[src/rtl/rx_agc_pkg.sv]
// rx_agc_pkg
//   Shared definitions for the receive AGC controller: the controller state
//   encoding and the gain step sizes used for clip back-off and normal
//   window tracking.
package rx_agc_pkg;

  typedef enum logic [1:0] {
    SETTLE  = 2'd0,
    MEASURE = 2'd1,
    LOCKED  = 2'd2
  } agc_state_t;

  localparam int AGC_STEP_OVER = 2;
  localparam int AGC_STEP_NORM = 1;

endpackage

[src/rtl/agc_sat_counter.sv]
// agc_sat_counter
//   Saturating up-counter with synchronous clear and terminal-count compare.
//   Used by the AGC controller for both the settle wait and the dwell count.
// Ports
//   clock     in  1      clock
//   reset     in  1      synchronous, active-high; clears the count
//   clear     in  1      synchronous clear (priority over inc)
//   inc       in  1      increment; holds at all-ones instead of wrapping
//   terminal  in  CNT_W  terminal value to compare against
//   at_term   out 1      count == terminal
module agc_sat_counter #(
  parameter int CNT_W = 16
) (
  input  logic             clock,
  input  logic             reset,
  input  logic             clear,
  input  logic             inc,
  input  logic [CNT_W-1:0] terminal,
  output logic             at_term
);

  logic [CNT_W-1:0] count;

  // Count register: clear wins, and the count sticks at all-ones.
  always_ff @(posedge clock) begin
    if (reset || clear) begin
      count <= '0;
    end else if (inc && (count != '1)) begin
      count <= count + 1'b1;
    end
  end

  assign at_term = (count == terminal);

endmodule

[src/rtl/rx_agc_ctrl.sv]
// rx_agc_ctrl
//   Receive AGC controller downstream of the per-channel RSSI block. Steps
//   the PGA gain code to hold rssi inside [thresh_lo, thresh_hi], backs off
//   by two steps on ADC clipping, waits for the rssi filter to settle after
//   every gain change, and reports lock and carrier presence.
// Ports
//   clock        in   1       sample clock
//   reset        in   1       synchronous, active-high
//   enable       in   1       0 holds the controller in its reset state
//   rssi         in   16      filtered |adc| magnitude
//   over_count   in   16      filtered clip rate
//   thresh_hi    in   16      upper rssi bound
//   thresh_lo    in   16      lower rssi bound
//   over_thresh  in   16      clip-rate limit
//   dwell        in   16      consecutive cycles needed to lock or unlock
//   gain         out  GAIN_W  PGA gain code
//   gain_strobe  out  1       one-cycle pulse with every gain change
//   locked       out  1       registered LOCKED indication
//   carrier      out  1       registered (rssi >= thresh_lo)
module rx_agc_ctrl
  import rx_agc_pkg::*;
#(
  parameter int GAIN_W        = 5,
  parameter int MAX_GAIN      = 20,
  parameter int SETTLE_CYCLES = 128,
  parameter int CNT_W         = 16
) (
  input  logic              clock,
  input  logic              reset,
  input  logic              enable,
  input  logic [15:0]       rssi,
  input  logic [15:0]       over_count,
  input  logic [15:0]       thresh_hi,
  input  logic [15:0]       thresh_lo,
  input  logic [15:0]       over_thresh,
  input  logic [15:0]       dwell,
  output logic [GAIN_W-1:0] gain,
  output logic              gain_strobe,
  output logic              locked,
  output logic              carrier
);

  localparam logic [CNT_W-1:0]  SETTLE_TERM = CNT_W'(SETTLE_CYCLES - 1);
  localparam logic [GAIN_W:0]   MAX_WIDE    = (GAIN_W+1)'(MAX_GAIN);
  localparam logic [GAIN_W:0]   STEP_OVER   = (GAIN_W+1)'(AGC_STEP_OVER);
  localparam logic [GAIN_W:0]   STEP_NORM   = (GAIN_W+1)'(AGC_STEP_NORM);

  agc_state_t        state_q, state_d;
  logic [GAIN_W-1:0] gain_q, gain_d, gain_cand;
  logic              strobe_q, strobe_d;
  logic              locked_q;
  logic              carrier_q;

  logic              hold;
  logic              cond_over, cond_hi, cond_lo, cond_in;
  logic [CNT_W-1:0]  dwell_term;
  logic              settle_clr, settle_inc, settle_done;
  logic              dwell_clr, dwell_inc, dwell_done;
  logic [GAIN_W:0]   gain_ext, gain_dec_over, gain_dec_norm, gain_inc_norm;

  assign hold = reset || !enable;

  // Window conditions in priority order; only one of them is ever true.
  assign cond_over = (over_count > over_thresh);
  assign cond_hi   = !cond_over && (rssi > thresh_hi);
  assign cond_lo   = !cond_over && !cond_hi && (rssi < thresh_lo);
  assign cond_in   = !cond_over && !cond_hi && !cond_lo;

  // A dwell of zero behaves like a dwell of one.
  assign dwell_term = (dwell == 16'd0) ? '0 : CNT_W'(dwell - 16'd1);

  // One extra bit so a decrement below zero shows up in the top bit.
  assign gain_ext      = {1'b0, gain_q};
  assign gain_dec_over = gain_ext - STEP_OVER;
  assign gain_dec_norm = gain_ext - STEP_NORM;
  assign gain_inc_norm = gain_ext + STEP_NORM;

  // Clamped candidate gain for whichever out-of-window condition is active.
  always_comb begin
    gain_cand = gain_q;
    if (cond_over) begin
      gain_cand = gain_dec_over[GAIN_W] ? '0 : gain_dec_over[GAIN_W-1:0];
    end else if (cond_hi) begin
      gain_cand = gain_dec_norm[GAIN_W] ? '0 : gain_dec_norm[GAIN_W-1:0];
    end else if (cond_lo) begin
      gain_cand = (gain_inc_norm > MAX_WIDE) ? GAIN_W'(MAX_GAIN)
                                             : gain_inc_norm[GAIN_W-1:0];
    end
  end

  agc_sat_counter #(.CNT_W(CNT_W)) u_settle_cnt (
    .clock    (clock),
    .reset    (hold),
    .clear    (settle_clr),
    .inc      (settle_inc),
    .terminal (SETTLE_TERM),
    .at_term  (settle_done)
  );

  agc_sat_counter #(.CNT_W(CNT_W)) u_dwell_cnt (
    .clock    (clock),
    .reset    (hold),
    .clear    (dwell_clr),
    .inc      (dwell_inc),
    .terminal (dwell_term),
    .at_term  (dwell_done)
  );

  // Next-state logic. A gain change always restarts the settle wait; a
  // clamped step that changes nothing keeps measuring and restarts dwell.
  always_comb begin
    state_d    = state_q;
    gain_d     = gain_q;
    strobe_d   = 1'b0;
    settle_clr = 1'b0;
    settle_inc = 1'b0;
    dwell_clr  = 1'b0;
    dwell_inc  = 1'b0;
    case (state_q)
      SETTLE: begin
        if (settle_done) begin
          state_d    = MEASURE;
          settle_clr = 1'b1;
          dwell_clr  = 1'b1;
        end else begin
          settle_inc = 1'b1;
        end
      end
      MEASURE: begin
        if (!cond_in) begin
          dwell_clr = 1'b1;
          if (gain_cand != gain_q) begin
            gain_d     = gain_cand;
            strobe_d   = 1'b1;
            state_d    = SETTLE;
            settle_clr = 1'b1;
          end
        end else if (dwell_done) begin
          state_d   = LOCKED;
          dwell_clr = 1'b1;
        end else begin
          dwell_inc = 1'b1;
        end
      end
      LOCKED: begin
        if (cond_over) begin
          state_d   = MEASURE;
          dwell_clr = 1'b1;
        end else if (!cond_in) begin
          if (dwell_done) begin
            state_d   = MEASURE;
            dwell_clr = 1'b1;
          end else begin
            dwell_inc = 1'b1;
          end
        end else begin
          dwell_clr = 1'b1;
        end
      end
      default: begin
        state_d    = SETTLE;
        settle_clr = 1'b1;
        dwell_clr  = 1'b1;
      end
    endcase
  end

  // State and output registers. The reload to MAX_GAIN on hold is silent.
  always_ff @(posedge clock) begin
    if (hold) begin
      state_q   <= SETTLE;
      gain_q    <= GAIN_W'(MAX_GAIN);
      strobe_q  <= 1'b0;
      locked_q  <= 1'b0;
      carrier_q <= 1'b0;
    end else begin
      state_q   <= state_d;
      gain_q    <= gain_d;
      strobe_q  <= strobe_d;
      locked_q  <= (state_q == LOCKED);
      carrier_q <= (rssi >= thresh_lo);
    end
  end

  assign gain        = gain_q;
  assign gain_strobe = strobe_q;
  assign locked      = locked_q;
  assign carrier     = carrier_q;

endmodule
[config.mk]
export PLATFORM = sky130hd
export DESIGN_NAME = rx_agc_ctrl
export DESIGN_NICKNAME = d
export VERILOG_FILES = /design/src/rtl/rx_agc_pkg.sv /design/src/rtl/agc_sat_counter.sv /design/src/rtl/rx_agc_ctrl.sv
export SDC_FILE = /design/constraint.sdc
export NUM_CORES = 1
export LEC_CHECK = 0
export BUFFER_PORTS_ARGS = -buffer_cell sky130_fd_sc_hd__buf_2
export CAP_MARGIN = 10
export CORE_MARGIN = 3
export CORE_UTILIZATION = 60
export CTS_BUF_LIST = sky130_fd_sc_hd__clkbuf_8
export DETAILED_ROUTE_END_ITERATION = 10
export PLACE_DENSITY = 0.95
export SLEW_MARGIN = 20
export SYNTH_ARGS = -nofsm -noshare
export SYNTH_HDL_FRONTEND = slang
export SYNTH_HIERARCHICAL = 1
export SYNTH_SLANG_ARGS = --single-unit
[constraint.sdc]
create_clock -name clock -period 5.75 [get_ports clock]
set_input_delay 0 -clock clock [delete_from_list [all_inputs] [get_ports clock]]
set_output_delay 0 -clock clock [all_outputs]
set_load 0.1 [all_outputs]
==> run summary <==
The final instance count without filler cells is 854. The layout has 569 filler cells. STA classifies the critical path endpoint as a flop.

The delay of the slowest critical-path stage is 590 ps. The critical path is of the flop to flop type. In the final design database the tool counted 915 nets.

For the pin with the worst max-slew slack, the measured transition is 735 ps. The critical path required time came out at 5980 ps. Net switching is 30.0% of the power.

The normalized max-slew margin came out at 50.7%. Measured along the y axis, the die boundary spans 95.4 microns. Row generation in the floorplan step produced 31 rows. The level count of the clock H-tree is 2. For this run, design rule violations remaining after detail routing come to 0. In this run the post-CTS setup repair buffer count came out at 0. Walking the worst path, the cells encountered are inv_1, ha_1, or3b_2, a21oi_1, nor2_1, a311oi_1, a311oi_2, mux2i_1, nor4_2, a21o_2, nand2_1, nor2_1, nand3_1, mux2i_1, a311o_1. The total number of vias came out at 5165. The register bit total from synthesis is 42.

The longest clock path from root to sink contains 2 buffers. The DRC marker count from the first detailed-route iteration is 364. The diode insertion count for antenna repair is 0. The number of endpoints failing setup at the final stage is 0. The area occupied by registers is 841 sq um. The initial antenna violation count is 0. After global routing the overflow that remains totals 0. The leakage power total is 2.52 nW. The floorplan die width came out at 95.4 microns. The all-layer global routing usage came out at 27.6%. Leaving out fill and tap cells, the most frequent cell in the layout is buf_2. The clock network power share is 31.3%. The number of clock buffers added by TritonCTS is 5. The achievable clock frequency came out at 242 MHz. The number of distinct library cells after synthesis came out at 66. Setup repair after global routing left no endpoint under its margin.

The count of buffers inserted at the top-level ports came out at 106. The first-pass GRT wire length is 20.9 mm. Along the worst path, the maximum fanout reaches 11.

Summed over all nets, the switching power comes to 0.222 mW. For this design, the slowest cell found on the critical path is nor2_1. TritonCTS built the clock tree. The register-to-register path setup slack is 1620 ps. The routed design could run at a clock period as short as 4130 ps. In this run the cell area measured after placement is 5430 sq um. Cells fill 74.0% of the core in the end. Data on the critical path arrives at its endpoint at 4360 ps. Max-cap violations in this run came to 0.

The clock latency of the later-clocked register in the worst-skew pair came out at 300 ps. The area of the die is 9110 sq um. The I/O pin count came out at 107. The total power per unit cell area came out at 133 nW/um^2.

The post-synthesis to final-layout area growth came out at 15.5%. After detailed placement, the design holds a cell count of 846. After layout, the worst path uses 71.8% of the clock period. The half-perimeter wire length after placement is 10.1 mm. The post-synthesis sequential area ratio came out at 17.5%. The power share of the sequential group came out at 40.1%. The worst hold path cell count came out at 3. The total number of yosys warnings is 6. The multi-input logic area came out at 3670 sq um. The post-synthesis instance total is 645.

The initial core utilization is 64.1%. The setup slack of the critical path after layout is 1620 ps. The post-layout total power is 0.739 mW. Hold repair after CTS inserted 0 buffers. Before CTS, the worst setup slack after placement is 1290 ps. The internal power consumption is 0.517 mW. The final antenna-violating net count is 0. The synthesized area per cell is 7.44 sq um. Combinational cells account for 28.6% of the total power. The kind of path behind the tightest hold check is input pin to flop. The fraction of layout instances using a drive strength above 1 is 18.4%. The cell area after layout is 5540 sq um. Across all hold checks on the routed design, the worst slack comes to 72.3 ps.

The logic depth of the worst register-to-register path is 15. The path with the worst hold slack has its endpoint at gain[2]$_SDFFE_PP1P_. In the synthesized netlist the async set-or-reset flop fraction comes to 0%.

The setup total negative slack is 0 ps. The run finished with clean final reports. The area of the placeable core came out at 7490 sq um.

The maximum vdd ir drop came out at 0.000105 V. Among all flip-flop cells after synthesis, the most frequent one is dfxtp_1. The worst setup path is launched from a flop. The number of global-route vias before repair came out at 4935.

Summing every instance area after synthesis gives 4800 sq um. The clock slew at the register clock pins of the worst setup and hold paths is 70 ps. The final max-slew violation count is 0. The hold path startpoint is reset.

The number of detailed-routing iterations run before antenna repair is 5. The endpoint identified for the worst register-to-register timing path is u_settle_cnt/count[1]$_SDFFE_PP0P_. The number of hold-slack violations in the final timing report came out at 0. The pin count of the biggest net entering global routing is 17.

The final weighted congestion of routability-driven global placement is 0.937. The worst-case clock skew came out at 12.3 ps. The worst register-to-register path begins at gain[2]$_SDFFE_PP1P_.

In the final routed layout, each cell accounts on average for 14.5 microns. The post-CTS resize count is 0. The number of flops mapped to enable cells by yosys is 0. The number of sinks handled by clock tree synthesis is 42. In the layout the commonest cells are buf_2 (106), inv_1 (68), ha_1 (62). The total detailed-routing wirelength came out at 12.3 mm. The via count normalized by instance count came out at 6.05. The cell at the root of the clock tree is clkbuf_8.
[synthesized netlist by cell type (all sizes together) (9+ instances only)]
cell	count	area, sq um
inv	68	255
ha	62	776
nand2	60	225
a21oi	53	265
nor2	43	161
dfxtp	42	841
xnor2	38	333
o21ai	31	155
nand3	25	125
nand4	22	174
nor4	15	143
nor3	13	65.1
a31oi	12	81.3
o31ai	12	95.1
or3	12	75.1
mux2i	11	110
and3	10	62.6
buf	10	52.6
or4	10	75.1
and2	9	56.3
clkbuf	9	33.8
nand2b	9	56.3
[power by group through the flow]
| stage | Sequential, mW | Combinational (mW) | Clock (mW) |
|---|---|---|---|
| after floorplan | 0.305 | 0.136 | 0 |
| after global placement | 0.303 | 0.198 | 0 |
| after detailed placement | 0.303 | 0.208 | 0 |
| after CTS | 0.296 | 0.210 | 0.234 |
| after global routing | 0.297 | 0.240 | 0.246 |
| final | 0.296 | 0.212 | 0.231 |
[logic make-up (layout without fill, tap and decap cells)]
logic type / Yosys count / in the layout / share of synthesized area, %
flip-flops: 42 / 42 / 17.5
AO/OA/AOI/OAI: 151 / 151 / 20.6
XOR/XNOR: 40 / 40 / 7.30
multiplexers: 12 / 12 / 2.53
buffers and inverters: 87 / 183 / 7.12
other: 2 / 16 / 0.156
AND/OR/NAND/NOR: 249 / 249 / 28.6
adder cells (fa/ha/maj): 62 / 62 / 16.2
[metal layers]
metal / part of all wire (%) / global-route usage (%) / wire length (microns) / up-vias
li1: - / - / - / 2541
met1: 41 / 33.5 / 5090 / 2346
met2: 49 / 49.4 / 6080 / 232
met3: 6.5 / 3.39 / 806 / 46
met4: 3.0 / 10.3 / 365 / 0
met5: 0 / 0 / 0 / -
[worst max-delay path, delay by kind of cell, from the launching register on]
| family | cells | cell delay, ps |
|---|---|---|
| AO/OA/AOI/OAI | 5 | 980 |
| adder cells (fa/ha/maj) | 1 | 320 |
| buffers and inverters | 1 | 200 |
| flip-flops | 1 | 420 |
| multiplexers | 2 | 330 |
| AND/OR/NAND/NOR | 6 | 1840 |
[sequential cells by signal (all words and copies together) (netlist names)]
name                cells
gain                    5
gain_strobe             1
u_dwell_cnt/count      16
locked                  1
state_q                 2
u_settle_cnt/count     16
carrier                 1
[area by class of cell]
type                       count  share of cell area, %
clock buffer                   5                   1.24
clock inverter                 3                  0.723
inverter                      68                   4.61
multi-input combinational    530                   66.3
sequential                    42                   15.2
tap                           99                   2.24
timing repair buffer         107                   9.71
[worst max path at each step]
stage | from | to | depth (start not counted)
after CTS | dwell[4] | u_dwell_cnt/count[7]$_SDFFE_PP0P_ | 15
after global routing | gain[2]$_SDFFE_PP1P_ | u_settle_cnt/count[1]$_SDFFE_PP0P_ | 15
final | gain[2]$_SDFFE_PP1P_ | u_settle_cnt/count[1]$_SDFFE_PP0P_ | 15
after global placement | dwell[4] | u_dwell_cnt/count[1]$_SDFFE_PP0P_ | 16
after floorplan | gain[1]$_SDFFE_PP0P_ | u_settle_cnt/count[14]$_SDFFE_PP0P_ | 15
after detailed placement | dwell[4] | u_dwell_cnt/count[1]$_SDFFE_PP0P_ | 16
Power figures use the tool's default switching activity.
